===== config.mk =====
export PLATFORM = sky130hd
export DESIGN_NAME = i2c_receptor_target
export DESIGN_NICKNAME = d
export VERILOG_FILES = /design/src/rtl/i2c_receptor_target.sv
export SDC_FILE = /design/constraint.sdc
export NUM_CORES = 1
export LEC_CHECK = 0
export BUFFER_PORTS_ARGS = -buffer_cell sky130_fd_sc_hd__buf_2
export CORE_MARGIN = 2
export CORE_UTILIZATION = 60
export CTS_CLUSTER_DIAMETER = 50
export CTS_CLUSTER_SIZE = 16
export DETAILED_ROUTE_END_ITERATION = 7
export PLACE_DENSITY_LB_ADDON = 0.05
export SYNTH_ARGS = -nofsm -noshare
export SYNTH_HDL_FRONTEND = slang
export SYNTH_SLANG_ARGS = --single-unit

===== constraint.sdc =====
create_clock -name clk -period 3.8 [get_ports clk]
set_input_delay 0 -clock clk [delete_from_list [all_inputs] [get_ports clk]]
set_output_delay 0 -clock clk [all_outputs]
set_load 0.02 [all_outputs]

===== src/rtl/i2c_receptor_target.sv =====
// I2C target: matches a 7-bit address, then accepts a 2-byte write or returns a 2-byte read.
// scl/sda are oversampled on clk; the target drives sda only through sda_out/sda_oe.
module i2c_receptor_target #(
  parameter int SYNC_STAGES = 2,
  parameter int ADDR_WIDTH  = 7
) (
  input  logic                  clk,
  input  logic                  reset,
  input  logic                  scl,
  input  logic                  sda_in,
  input  logic [ADDR_WIDTH-1:0] i2c_addr,
  input  logic [15:0]           rd_data,
  output logic                  sda_out,
  output logic                  sda_oe,
  output logic [15:0]           wr_data,
  output logic                  wr_valid,
  output logic                  rd_done,
  output logic                  busy
);

  localparam logic [2:0] IDLE     = 3'd0;
  localparam logic [2:0] ADDR     = 3'd1;
  localparam logic [2:0] ADDR_ACK = 3'd2;
  localparam logic [2:0] WR_BYTE  = 3'd3;
  localparam logic [2:0] WR_ACK   = 3'd4;
  localparam logic [2:0] RD_BYTE  = 3'd5;
  localparam logic [2:0] RD_ACK   = 3'd6;

  logic [SYNC_STAGES-1:0] scl_sync, sda_sync;
  logic                   scl_d, sda_d;
  logic                   scl_s, sda_s;
  logic                   scl_rise, scl_fall, start_det, stop_det;

  logic [2:0]            state;
  logic [3:0]            bit_cnt;
  logic [1:0]            byte_idx;
  logic                  half;       // second half of a slot: the 9th/8th rise has been seen
  logic                  rnw;
  logic                  sda_drv;
  logic [ADDR_WIDTH-1:0] addr_shift;
  logic [7:0]            rx_shift, wr_lo;
  logic [15:0]           rd_lat;
  logic [7:0]            rx_byte, rd_byte;

  assign scl_s     = scl_sync[SYNC_STAGES-1];
  assign sda_s     = sda_sync[SYNC_STAGES-1];
  assign scl_rise  = scl_s & ~scl_d;
  assign scl_fall  = ~scl_s & scl_d;
  // START/STOP need scl steady high across the sda edge, so a coincident scl edge never counts
  assign start_det = scl_s & scl_d & sda_d & ~sda_s;
  assign stop_det  = scl_s & scl_d & ~sda_d & sda_s;

  assign rx_byte = {rx_shift[6:0], sda_s};
  assign rd_byte = byte_idx[0] ? rd_lat[7:0] : rd_lat[15:8];
  assign sda_out = sda_oe & sda_drv;

  always_ff @(posedge clk or negedge reset) begin
    if (!reset) begin
      // NOTE: synchronisers reset to the idle-bus level (1) so releasing reset never fakes an edge.
      scl_sync <= '1;
      sda_sync <= '1;
      scl_d    <= 1'b1;
      sda_d    <= 1'b1;
    end else begin
      // NOTE: non-blocking assignments let each stage take the previous stage's old value.
      scl_sync <= {scl_sync[SYNC_STAGES-2:0], scl};
      sda_sync <= {sda_sync[SYNC_STAGES-2:0], sda_in};
      scl_d    <= scl_s;
      sda_d    <= sda_s;
    end
  end

  always_ff @(posedge clk or negedge reset) begin
    if (!reset) begin
      state      <= IDLE;
      bit_cnt    <= '0;
      byte_idx   <= '0;
      half       <= 1'b0;
      rnw        <= 1'b0;
      sda_drv    <= 1'b0;
      sda_oe     <= 1'b0;
      addr_shift <= '0;
      rx_shift   <= '0;
      wr_lo      <= '0;
      rd_lat     <= '0;
      wr_data    <= '0;
      wr_valid   <= 1'b0;
      rd_done    <= 1'b0;
      busy       <= 1'b0;
    end else begin
      wr_valid <= 1'b0;
      rd_done  <= 1'b0;
      if (stop_det) begin
        state   <= IDLE;
        sda_oe  <= 1'b0;
        sda_drv <= 1'b0;
        busy    <= 1'b0;
      end else if (start_det) begin
        state    <= ADDR;
        bit_cnt  <= 4'(ADDR_WIDTH);
        byte_idx <= '0;
        half     <= 1'b0;
        sda_oe   <= 1'b0;
        sda_drv  <= 1'b0;
      end else begin
        case (state)
          ADDR: if (scl_rise) begin
            if (bit_cnt != 4'd0) begin
              addr_shift <= {addr_shift[ADDR_WIDTH-2:0], sda_s};
              bit_cnt    <= bit_cnt - 4'd1;
            end else begin
              rnw <= sda_s;
              if (addr_shift == i2c_addr) begin
                state  <= ADDR_ACK;
                busy   <= 1'b1;
                rd_lat <= rd_data;
                half   <= 1'b0;
              end else begin
                state <= IDLE;
                busy  <= 1'b0;
              end
            end
          end
          ADDR_ACK: begin
            if (scl_rise) half <= 1'b1;
            if (scl_fall && !half) begin
              sda_oe  <= 1'b1;
              sda_drv <= 1'b0;
            end else if (scl_fall) begin
              half     <= 1'b0;
              bit_cnt  <= 4'd7;
              byte_idx <= '0;
              state    <= rnw ? RD_BYTE : WR_BYTE;
              sda_oe   <= rnw;
              sda_drv  <= rnw & rd_lat[15];
            end
          end
          WR_BYTE: if (scl_rise) begin
            rx_shift <= rx_byte;
            if (bit_cnt != 4'd0) begin
              bit_cnt <= bit_cnt - 4'd1;
            end else if (byte_idx == 2'd2) begin
              state <= IDLE;
              busy  <= 1'b0;
            end else begin
              state <= WR_ACK;
              half  <= 1'b0;
              if (byte_idx == 2'd0) wr_lo <= rx_byte;
            end
          end
          WR_ACK: begin
            if (scl_rise) half <= 1'b1;
            if (scl_fall && !half) begin
              sda_oe  <= 1'b1;
              sda_drv <= 1'b0;
            end else if (scl_fall) begin
              sda_oe   <= 1'b0;
              half     <= 1'b0;
              state    <= WR_BYTE;
              bit_cnt  <= 4'd7;
              byte_idx <= byte_idx + 2'd1;
              if (byte_idx == 2'd1) begin
                wr_data  <= {rx_shift, wr_lo};
                wr_valid <= 1'b1;
              end
            end
          end
          RD_BYTE: begin
            if (scl_rise && bit_cnt == 4'd0) half <= 1'b1;
            if (scl_fall && half) begin
              sda_oe  <= 1'b0;
              sda_drv <= 1'b0;
              half    <= 1'b0;
              state   <= RD_ACK;
            end else if (scl_fall) begin
              bit_cnt <= bit_cnt - 4'd1;
              sda_drv <= rd_byte[3'(bit_cnt - 4'd1)];
            end
          end
          RD_ACK: begin
            if (scl_rise && !half) begin
              if (byte_idx == 2'd1) begin
                rd_done <= 1'b1;
                state   <= IDLE;
                busy    <= 1'b0;
              end else if (!sda_s) begin
                byte_idx <= 2'd1;
                half     <= 1'b1;
              end else begin
                state <= IDLE;
                busy  <= 1'b0;
              end
            end else if (scl_fall && half) begin
              sda_oe  <= 1'b1;
              sda_drv <= rd_lat[7];
              bit_cnt <= 4'd7;
              half    <= 1'b0;
              state   <= RD_BYTE;
            end
          end
          default: ;
        endcase
      end
    end
  end

endmodule


==> flow_summary.json, run 1 <==
{
  "die_area_um2": 7110,
  "antenna_found_initial": 0,
  "num_rows": 29,
  "seq_area_um2": 1930,
  "fin_crit_sh": 0.639,
  "critPathLaunchType": "flip-flop",
  "finalHoldViolCount": 0,
  "core-area_um2": 6310,
  "drive_gt1_frac": 0.357,
  "grt_first_pass_wirelength_mm": 13.2,
  "maxCapViolCount": 0,
  "max_clock_freq_mhz": 412,
  "final.setup_skew_ns": 0.00844,
  "arrival_ns": 2.67,
  "setup.worst_path.end_class": "flip-flop",
  "grt_max_degree": 78,
  "rsz0062_at_grt": "no",
  "setup_ws_ns": 1.37,
  "power.density_nw_per_um2": 352,
  "initial_core_util": 0.614,
  "wl_per_cell_um": 16.8,
  "crit_family": "simple AND/OR/NAND/NOR gates",
  "ys_seq_area_frac": 0.499,
  "fin_nets": 419,
  "gp_congestion": 0.964,
  "die_width_um": 84.4,
  "drtPass1Iterations": 5,
  "crit_slowest_cell": "dfrtp_1",
  "ctsResizeCount": 0,
  "cp_max_fo": 27,
  "syn_avg_cell_area_um2": 11.9,
  "syn-cell-area_um2": 3870,
  "cts-root-buf": "clkbuf_8",
  "dp_hpwl_mm": 5.30,
  "period_needed_ns": 2.43,
  "n_fill_cell": 464,
  "run_status": "finished clean",
  "fin_tns_setup_ns": 0,
  "multi_input_area_um2": 1810,
  "port-buffer-count": 47,
  "gr-total-overflow": 0,
  "htreeDepth": 3,
  "drtIter0Drc": 359,
  "place_ws_ns": 1.49,
  "dieHeight_um": 84.4,
  "worstPathCellList": "nor4bb_1 > a22oi_1 > nand3_1 > nand2_1 > a32o_1",
  "n_antenna_cell": 0,
  "area_growth_syn_to_layout_pct": 16.4,
  "slew_viol_final": 0,
  "max_stage_delay_ns": 0.87,
  "clock_latency_ns": 0.35,
  "clk_pin_slew_ns": 0.08,
  "yosysWarnings": 0,
  "design_power_total_uw": 1590,
  "hp-class": "input port to flip-flop",
  "vias_per_cell": 5.85,
  "ant_nets": 0,
  "ios": 48,
  "ys_ff_latch": 77,
  "cp.required_ns": 4.04,
  "grt_pass1_vias": 2627,
  "cts_max_path_buffers": 2,
  "dp_cells": 435,
  "async_reset_ff_frac": 1.00,
  "peakVddDrop_uv": 260,
  "wirelength_mm": 7.89,
  "via_count": 2743,
  "cts_tree": "yes",
  "drc_errors": 0,
  "worst-path-buf-inv": 0,
  "critPathKind": "flip-flop to flip-flop",
  "ff2ff_setup_slack_ns": 1.37,
  "cts.hold.buffers_added": 19,
  "numCtsBuffers": 9,
  "power_leakage_uw": 0.00225,
  "grt_use_total": 0.238,
  "fin_cells": 469,
  "postSynthCellCount": 326,
  "synth_enable_flop_cells": 0,
  "postCtsSetupBuffers": 0,
  "slew_headroom": 0.368,
  "synth_flop_cell": "dfrtp_1",
  "synth.distinct_cells": 56,
  "clock-sinks": 77,
  "tightest_slew_ns": 0.947,
  "finalSetupViolations": 0,
  "syn_nets": 357
}
## worst reg2reg max path: cells and delay by family (launching register included)
family	cells	cell delay, ns
and+or+nand+nor	3	1.01
AOI/OAI and AO/OA	2	0.43
DFF	1	0.87
## synth_stat cells (all sizes together) (4+ instances only)
cell type	count	area [um2]
nor2b	5	31.3
nand2	25	101
mux4	4	90.1
nor3	7	45.0
xnor2	8	70.1
inv	9	33.8
o21ai	21	105
dfrtp	71	1780
clkbuf	8	30.0
mux2	57	672
buf	9	61.3
ha	4	50.1
dfstp	6	158
nand2b	5	31.3
nor2	15	56.3
mux2i	5	50.1
nor3b	6	45.0
a21oi	10	50.1
## layer usage
layer	global-route usage	up-vias	wire, um	part of all wire
met2	0.350	113	3590	0.46
met3	0.0492	18	479	0.061
met4	0.0837	0	157	0.020
met5	0	-	0	0
li1	-	1302	-	-
met1	0.355	1310	3660	0.46
## cells in the final DEF, fill, tap and decap left out, drive strengths merged, types with 5 or more instances in the layout
| cell type | netlist | layout |
|---|---|---|
| buf | 9 | 49 |
| nor2b | 5 | 5 |
| dfrtp | 71 | 71 |
| nor3b | 6 | 6 |
| xnor2 | 8 | 8 |
| nor3 | 7 | 7 |
| clkbuf | 8 | 9 |
| dlygate4sd3 | 0 | 19 |
| nand2b | 5 | 5 |
| dfstp | 6 | 6 |
| o21ai | 21 | 21 |
| nand2 | 25 | 25 |
| inv | 9 | 11 |
| nor2 | 15 | 15 |
| mux2 | 57 | 57 |
| a21oi | 10 | 10 |
| mux2i | 5 | 5 |
## per-stage QoR
step | hold WS (ns) | cell area [um2] | util
finish | 0.140 | 4510 | 0.714
global route | 0.223 | 4510 | 0.714
global placement | 0.105 | 4130 | 0.654
detailed placement | 0.107 | 4130 | 0.654
floorplan | -0.296 | 3870 | -
CTS | 0.137 | 4510 | 0.714
## power by group
group	leakage (uW)	internal [uW]	total [uW]	switching [uW]
combinational	0.00111	62.3	128	65.2
clock	0.0000996	301	595	294
sequential	0.00104	839	864	25.2
## cell type report
| class | count | share of cell area |
|---|---|---|
| multi-input cells | 223 | 0.402 |
| well taps | 77 | 0.0214 |
| flip-flops and latches | 77 | 0.429 |
| inverters | 9 | 0.00749 |
| clock inverters | 6 | 0.0139 |
| repair buffers | 68 | 0.0983 |
| clock buffers | 9 | 0.0275 |
## kinds of logic after synthesis
group / synth area share
AND/OR/NAND/NOR: 0.130
flip-flops: 0.499
multiplexers: 0.210
AO/OA/AOI/OAI: 0.0937
buffers and inverters: 0.0323
XOR/XNOR: 0.0226
adder cells (fa/ha/maj): 0.0129
## final timing paths
kind                                             from                      end  depth (start not counted)
worst max-delay path             state[2]$_DFFE_PN0P_  byte_idx[1]$_DFFE_PN0P_                          5
worst min-delay path                      i2c_addr[2]         busy$_DFFE_PN0P_                          6
worst max register to register   state[2]$_DFFE_PN0P_  byte_idx[1]$_DFFE_PN0P_                          5
worst min register to register  sda_sync[0]$_DFF_PN1_    sda_sync[1]$_DFF_PN1_                          0
max in group asynchronous                       reset  wr_data[14]$_DFFE_PN0P_                          2
min in group asynchronous                       reset        rd_done$_DFF_PN0_                          2
## flip-flops by register name, summed over array words and instances (netlist names)
name / flops
rd_lat: 16
wr_data: 16
rx_shift: 8
wr_lo: 8
addr_shift: 7
bit_cnt: 4
state: 3
byte_idx: 2
scl_sync: 2
sda_sync: 2
busy: 1
half: 1
rd_done: 1
rnw: 1
scl_d: 1
sda_d: 1
sda_drv: 1
sda_oe: 1
wr_valid: 1
No activity file was read; power rests on OpenSTA's default activity.
==> run 2, diff against run 1 <==
--- a/config.mk
+++ b/config.mk
@@ -5,9 +5,10 @@
 export SDC_FILE = /design/constraint.sdc
 export NUM_CORES = 1
 export LEC_CHECK = 0
+export ABC_AREA = 1
 export BUFFER_PORTS_ARGS = -buffer_cell sky130_fd_sc_hd__buf_2
 export CORE_MARGIN = 2
-export CORE_UTILIZATION = 60
+export CORE_UTILIZATION = 58
 export CTS_CLUSTER_DIAMETER = 50
 export CTS_CLUSTER_SIZE = 16
 export DETAILED_ROUTE_END_ITERATION = 7
==> constraint.sdc (replaced) <==
create_clock -name clk -period 2.4 [get_ports clk]
set_input_delay 0 -clock clk [delete_from_list [all_inputs] [get_ports clk]]
set_output_delay 0 -clock clk [all_outputs]
set_load 0.02 [all_outputs]
==> run 2 against run 1 <==
Against the previous run:
- synthesized cell count up 46%
- utilization down 0.15 points
- power up 140%
- sequential share of layout area down 0.40 points
- via count up 22%
- critical path type unchanged
- largest cell class unchanged
==> flow_summary.json, run 2 <==
{
  "run_status": "finished clean",
  "reg_top3": "rd_lat (16), wr_data (16)",
  "fin_cells": 631,
  "port-buffer-count": 47,
  "cp_max_fo": 32,
  "cp.required_ns": 2.63,
  "via_count": 3334,
  "tightest_slew_ns": 0.937,
  "syn_avg_cell_area_um2": 8.05,
  "dp_hpwl_mm": 5.94,
  "critPathLaunchType": "flip-flop",
  "drc_errors": 0,
  "async_reset_ff_frac": 1.00,
  "clock_latency_ns": 0.36,
  "slew_headroom": 0.376,
  "ff2ff_path_depth": 8,
  "arrival_ns": 2.30,
  "wl_per_cell_um": 13.7,
  "finalSetupViolations": 0,
  "switching_power_uw": 1440,
  "gp_congestion": 0.946,
  "n_antenna_cell": 0,
  "period_needed_ns": 2.07,
  "hold_depth": 8,
  "synth_enable_flop_cells": 0,
  "drtPass1Iterations": 5,
  "clk_pin_slew_ns": 0.09,
  "synth_commonest_cells": "nand2_1 (129), dfrtp_1 (71), inv_1 (60)",
  "sw_frac_of_total": 0.376,
  "peakVddDrop_uv": 673,
  "numCtsBuffers": 9,
  "hp-class": "input port to flip-flop",
  "wirelength_mm": 8.64,
  "cts_tree": "yes",
  "clock-sinks": 77,
  "final_common_cell": "nand2_1",
  "ios": 48,
  "postSynthCellCount": 477,
  "layout_common_cells": "nand2_1 (129), dfrtp_1 (71), inv_1 (60)",
  "p_clk_frac": 0.272,
  "ys_ff_latch": 77,
  "fin_tns_setup_ns": 0,
  "die_width_um": 85.4,
  "ys_seq_area_frac": 0.504,
  "max_clock_freq_mhz": 484,
  "synth_flop_cell": "dfrtp_1",
  "ant_nets": 0,
  "power.internal_uw": 2390,
  "fin_crit_sh": 0.861,
  "area_growth_syn_to_layout_pct": 18.5,
  "critPathKind": "flip-flop to flip-flop",
  "power.density_nw_per_um2": 842,
  "maxCapViolCount": 0,
  "setup_ws_ns": 0.334,
  "yosysWarnings": 0,
  "synth_top_cell_by_area": "dfrtp_1",
  "rsz0062_at_grt": "no",
  "p_seq_frac": 0.411,
  "slew_viol_final": 0,
  "drive_gt1_frac": 0.179,
  "core-area_um2": 6390,
  "grt_pass1_vias": 3248,
  "fin_nets": 580,
  "synth.distinct_cells": 35,
  "setup.worst_path.end_class": "flip-flop",
  "num_rows": 29,
  "synth_top_cell_area_share": 0.463,
  "place_ws_ns": 0.379,
  "dieHeight_um": 85.4,
  "power_leakage_uw": 0.00232,
  "cts-root-buf": "clkbuf_8",
  "initial_core_util": 0.601,
  "grt_max_degree": 78,
  "drtIter0Drc": 204,
  "htreeDepth": 3,
  "antenna_found_initial": 0,
  "final.setup_skew_ns": 0.0163,
  "yosysMostFrequentCell": "nand2_1",
  "gr-total-overflow": 0,
  "cts_max_path_buffers": 2,
  "syn_nets": 508,
  "grt_first_pass_wirelength_mm": 15.1,
  "ctsResizeCount": 0,
  "dp_cells": 596,
  "syn-cell-area_um2": 3840,
  "synth_area_leaders": "dfrtp_1 (46%), nand2_1 (13%), inv_1 (5.9%), dfstp_2 (4.1%), nor2_1 (4.1%)",
  "vias_per_cell": 5.28,
  "die_area_um2": 7290,
  "combinationalPowerShare": 0.317,
  "grt_use_total": 0.260,
  "finalHoldViolCount": 0,
  "n_fill_cell": 517
}
run 2: power groups by stage:
stage	clock, uW	sequential [uW]	combinational [uW]
2_1_floorplan	0	1570	882
3_3_place_gp	0	1590	1150
3_5_place_dp	0	1600	1160
4_1_cts	1060	1580	1200
5_1_grt	1110	1590	1380
6_report	1040	1580	1210
run 2: final cells by class:
class | instances | area (um2) | area share
Clock buffer | 10 | 138 | 0.0302
Clock inverter | 6 | 75.1 | 0.0165
Inverter | 67 | 251 | 0.0553
Multi-Input combinational cell | 324 | 1600 | 0.351
Sequential cell | 77 | 1930 | 0.425
Tap cell | 77 | 96.3 | 0.0212
Timing Repair Buffer | 70 | 458 | 0.101
run 2: path summary, 6_finish.rpt:
check,start,end,slack [ns]
max in group asynchronous,reset,state[0]$_DFFE_PN0P_,1.46
worst min register to register,sda_sync[0]$_DFF_PN1_,sda_sync[1]$_DFF_PN1_,0.36
worst max register to register,bit_cnt[0]$_DFFE_PN0P_,rd_lat[9]$_DFFE_PN0P_,0.33
min in group asynchronous,reset,addr_shift[4]$_DFFE_PN0P_,0.32
worst min-delay path,i2c_addr[2],busy$_DFFE_PN0P_,0.28
worst max-delay path,bit_cnt[0]$_DFFE_PN0P_,rd_lat[9]$_DFFE_PN0P_,0.33
run 2: cells by family after synthesis:
family / count (synthesis) / synth area share
fa+ha+maj: 4 / 0.0130
flops: 77 / 0.504
buf+inv: 76 / 0.0805
compound gates: 89 / 0.123
xor+xnor: 2 / 0.00456
mux: 9 / 0.0264
simple gates: 220 / 0.249
run 2: repair_timing:
item,CTS,global route
buffers inserted,0,0
hold buffers,19,0
hold endpoints to repair,89,0
run 2: layer usage:
layer / GRT usage / part of all wire / vias up
li1: - / - / 1667
met5: 0 / 0 / -
met2: 0.430 / 0.49 / 107
met4: 0.0620 / 0.0087 / 0
met3: 0.0603 / 0.051 / 8
met1: 0.348 / 0.45 / 1552
run 2: per-stage QoR:
stage | power [uW] | utilization | cell area (um2) | hold WS, ns
after floorplan | 2450 | - | 3840 | -0.296
after global placement | 2740 | 0.649 | 4150 | 0.107
after detailed placement | 2760 | 0.649 | 4150 | 0.107
after CTS | 3840 | 0.713 | 4550 | 0.265
after global routing | 4090 | 0.713 | 4550 | 0.298
final | 3830 | 0.713 | 4550 | 0.276
run 2: worst max-delay path, cell delays in order, from the launching register on:
cell and delay (ns):
dfrtp_1 0.44, clkinv_1 0.16, ha_1 0.20, nand3_1 0.21, nor2_1 0.36, nand3_2 0.13, buf_4 0.25, nor2_1 0.14
a21oi_1 0.05
==> run 3, diff against run 2 <==
--- a/config.mk
+++ b/config.mk
@@ -5,14 +5,15 @@
 export SDC_FILE = /design/constraint.sdc
 export NUM_CORES = 1
 export LEC_CHECK = 0
-export ABC_AREA = 1
 export BUFFER_PORTS_ARGS = -buffer_cell sky130_fd_sc_hd__buf_2
 export CORE_MARGIN = 2
-export CORE_UTILIZATION = 58
+export CORE_UTILIZATION = 60
+export CTS_BUF_LIST = sky130_fd_sc_hd__clkbuf_8
 export CTS_CLUSTER_DIAMETER = 50
 export CTS_CLUSTER_SIZE = 16
 export DETAILED_ROUTE_END_ITERATION = 7
 export PLACE_DENSITY_LB_ADDON = 0.05
+export SLEW_MARGIN = 0
 export SYNTH_ARGS = -nofsm -noshare
 export SYNTH_HDL_FRONTEND = slang
 export SYNTH_SLANG_ARGS = --single-unit
==> run 3 against run 2 <==
Against the previous run:
- fmax shrank 9.2%
- count of clock-buffer cells in the layout decreased by 1
- register-to-register slack got worse by 0.21 ns
- first-iteration DRC count rose by 34%
- largest cell class unchanged
- via count shrank 15%
- critical path depth shrank 3
- die area decreased by 2.4%
==> flow_summary.json, run 3 (synthesized netlist as in run 1, its figures left out) <==
{
  "run_status": "finished clean",
  "final_util": 0.730,
  "wl_per_cell_um": 17.8,
  "arrival_ns": 2.52,
  "period_needed_ns": 2.28,
  "crit_path_start": "state[1]$_DFFE_PN0P_",
  "dp_hpwl_mm": 5.77,
  "hold_depth": 6,
  "fin_nets": 432,
  "gr-total-overflow": 0,
  "cts_tree": "yes",
  "slew_viol_final": 0,
  "drtIter0Drc": 273,
  "numCtsBuffers": 9,
  "postCtsSetupBuffers": 0,
  "wirelength_mm": 8.59,
  "power.density_nw_per_um2": 552,
  "critPathLaunchType": "flip-flop",
  "timing.rr.start": "state[1]$_DFFE_PN0P_",
  "grt_first_pass_wirelength_mm": 14.0,
  "cp.required_ns": 2.64,
  "tightest_slew_ns": 0.936,
  "slew_headroom": 0.376,
  "max_clock_freq_mhz": 439,
  "core-area_um2": 6310,
  "setup.worst_path.end_class": "flip-flop",
  "clock-sinks": 77,
  "layout_common_cells": "dfrtp_1 (71), mux2_2 (49), buf_2 (46)",
  "dieHeight_um": 84.4,
  "ff2ff_path_depth": 5,
  "critPathKind": "flip-flop to flip-flop",
  "maxCapViolCount": 0,
  "htreeDepth": 3,
  "fin_crit_sh": 0.948,
  "fin_tns_setup_ns": 0,
  "n_fill_cell": 456,
  "grt_use_total": 0.256,
  "rsz0062_at_grt": "no",
  "cts-root-buf": "clkbuf_8",
  "antenna_found_initial": 0,
  "drive_gt1_frac": 0.380,
  "ff2ff_setup_slack_ns": 0.12,
  "die_area_um2": 7110,
  "ant_nets": 0,
  "power_leakage_uw": 0.00232,
  "initial_core_util": 0.614,
  "finalSetupViolations": 0,
  "reg_top3": "rd_lat (16), wr_data (16)",
  "hp-class": "input port to flip-flop",
  "finalHoldViolCount": 0,
  "reg2reg_to": "state[0]$_DFFE_PN0P_",
  "ios": 48,
  "gp_congestion": 0.961,
  "area_growth_syn_to_layout_pct": 19.0,
  "peakVddDrop_uv": 409,
  "grt_pass1_vias": 2853,
  "grt_max_degree": 78,
  "drtPass1Iterations": 5,
  "die_width_um": 84.4,
  "clk_pin_slew_ns": 0.08,
  "via_count": 2824,
  "cts_max_path_buffers": 2,
  "endpoint": "state[0]$_DFFE_PN0P_",
  "port-buffer-count": 47,
  "vias_per_cell": 5.86,
  "drc_errors": 0,
  "cp_max_fo": 21,
  "final_common_cell": "dfrtp_1",
  "num_rows": 29,
  "n_antenna_cell": 0,
  "final.setup_skew_ns": 0.00778,
  "clock_latency_ns": 0.35
}
-- run 3: cell types whose count changed in the layout (fill, tap and decap cells not counted), sizes merged, moves of 11 or more --
cell   delta
buf      +11
nor2     -36
nand3    -23
a21oi    -20
nand2   -107
o21ai    -25
inv      -58
mux2     +48
-- run 3: where the power goes --
part	switching, uW	internal (uW)
combinational	114	105
clock	484	476
sequential	36.5	1330
total	635	1910
-- run 3: worst max-delay path, stage by stage, from the launching register on --
cell and delay (ns):
dfrtp_1 0.61, or2_2 0.44, nand2b_1 0.25, nand2_1 0.15
o21ai_0 0.33, mux2_2 0.38
-- run 3: what timing repair did --
action	in CTS	in global routing
endpoints found under the hold margin	89	0
gates resized for setup	0	1
hold buffers	19	0
setup endpoints to repair	0	4
-- run 3: metrics by stage --
stage               setup slack [ns]  instances  hold WS [ns]  instance area (um2)  power [uW]
floorplan                      0.294        326        -0.296                 3870        1490
global placement               0.282        448         0.105                 4230        1580
detailed placement             0.216        448         0.106                 4230        1580
CTS                          0.00124        482         0.146                 4610        2560
global route                  0.0311        482         0.208                 4610        2640
finish                         0.125        482         0.146                 4610        2540
-- run 3: metal layers --
layer / wire length (um) / vias to the layer above / global-route usage / part of all wire
li1: - / 1330 / - / -
met4: 203 / 0 / 0.113 / 0.024
met5: 0 / - / 0 / 0
met2: 4120 / 104 / 0.395 / 0.48
met1: 3720 / 1369 / 0.347 / 0.43
met3: 541 / 21 / 0.0629 / 0.063
-- run 3: layout make-up --
cell class                 instances  area, um2  share of cell area
clock buffer                       9        124              0.0269
clock inverter                     6       62.6              0.0136
inverter                           9       33.8             0.00733
multi-input combinational        223       1820               0.394
sequential                        77       1930               0.420
tap                               77       96.3              0.0209
timing repair buffer              81        541               0.117
-- run 3: how the worst min path moves through the flow --
stage	start	endpoint	slack, ns
after floorplan	reset	addr_shift[0]$_DFFE_PN0P_	-0.30
after global placement	sda_in	sda_sync[0]$_DFF_PN1_	0.11
after detailed placement	sda_in	sda_sync[0]$_DFF_PN1_	0.11
after CTS	i2c_addr[2]	busy$_DFFE_PN0P_	0.15
after global routing	i2c_addr[3]	busy$_DFFE_PN0P_	0.21
final	i2c_addr[2]	busy$_DFFE_PN0P_	0.15
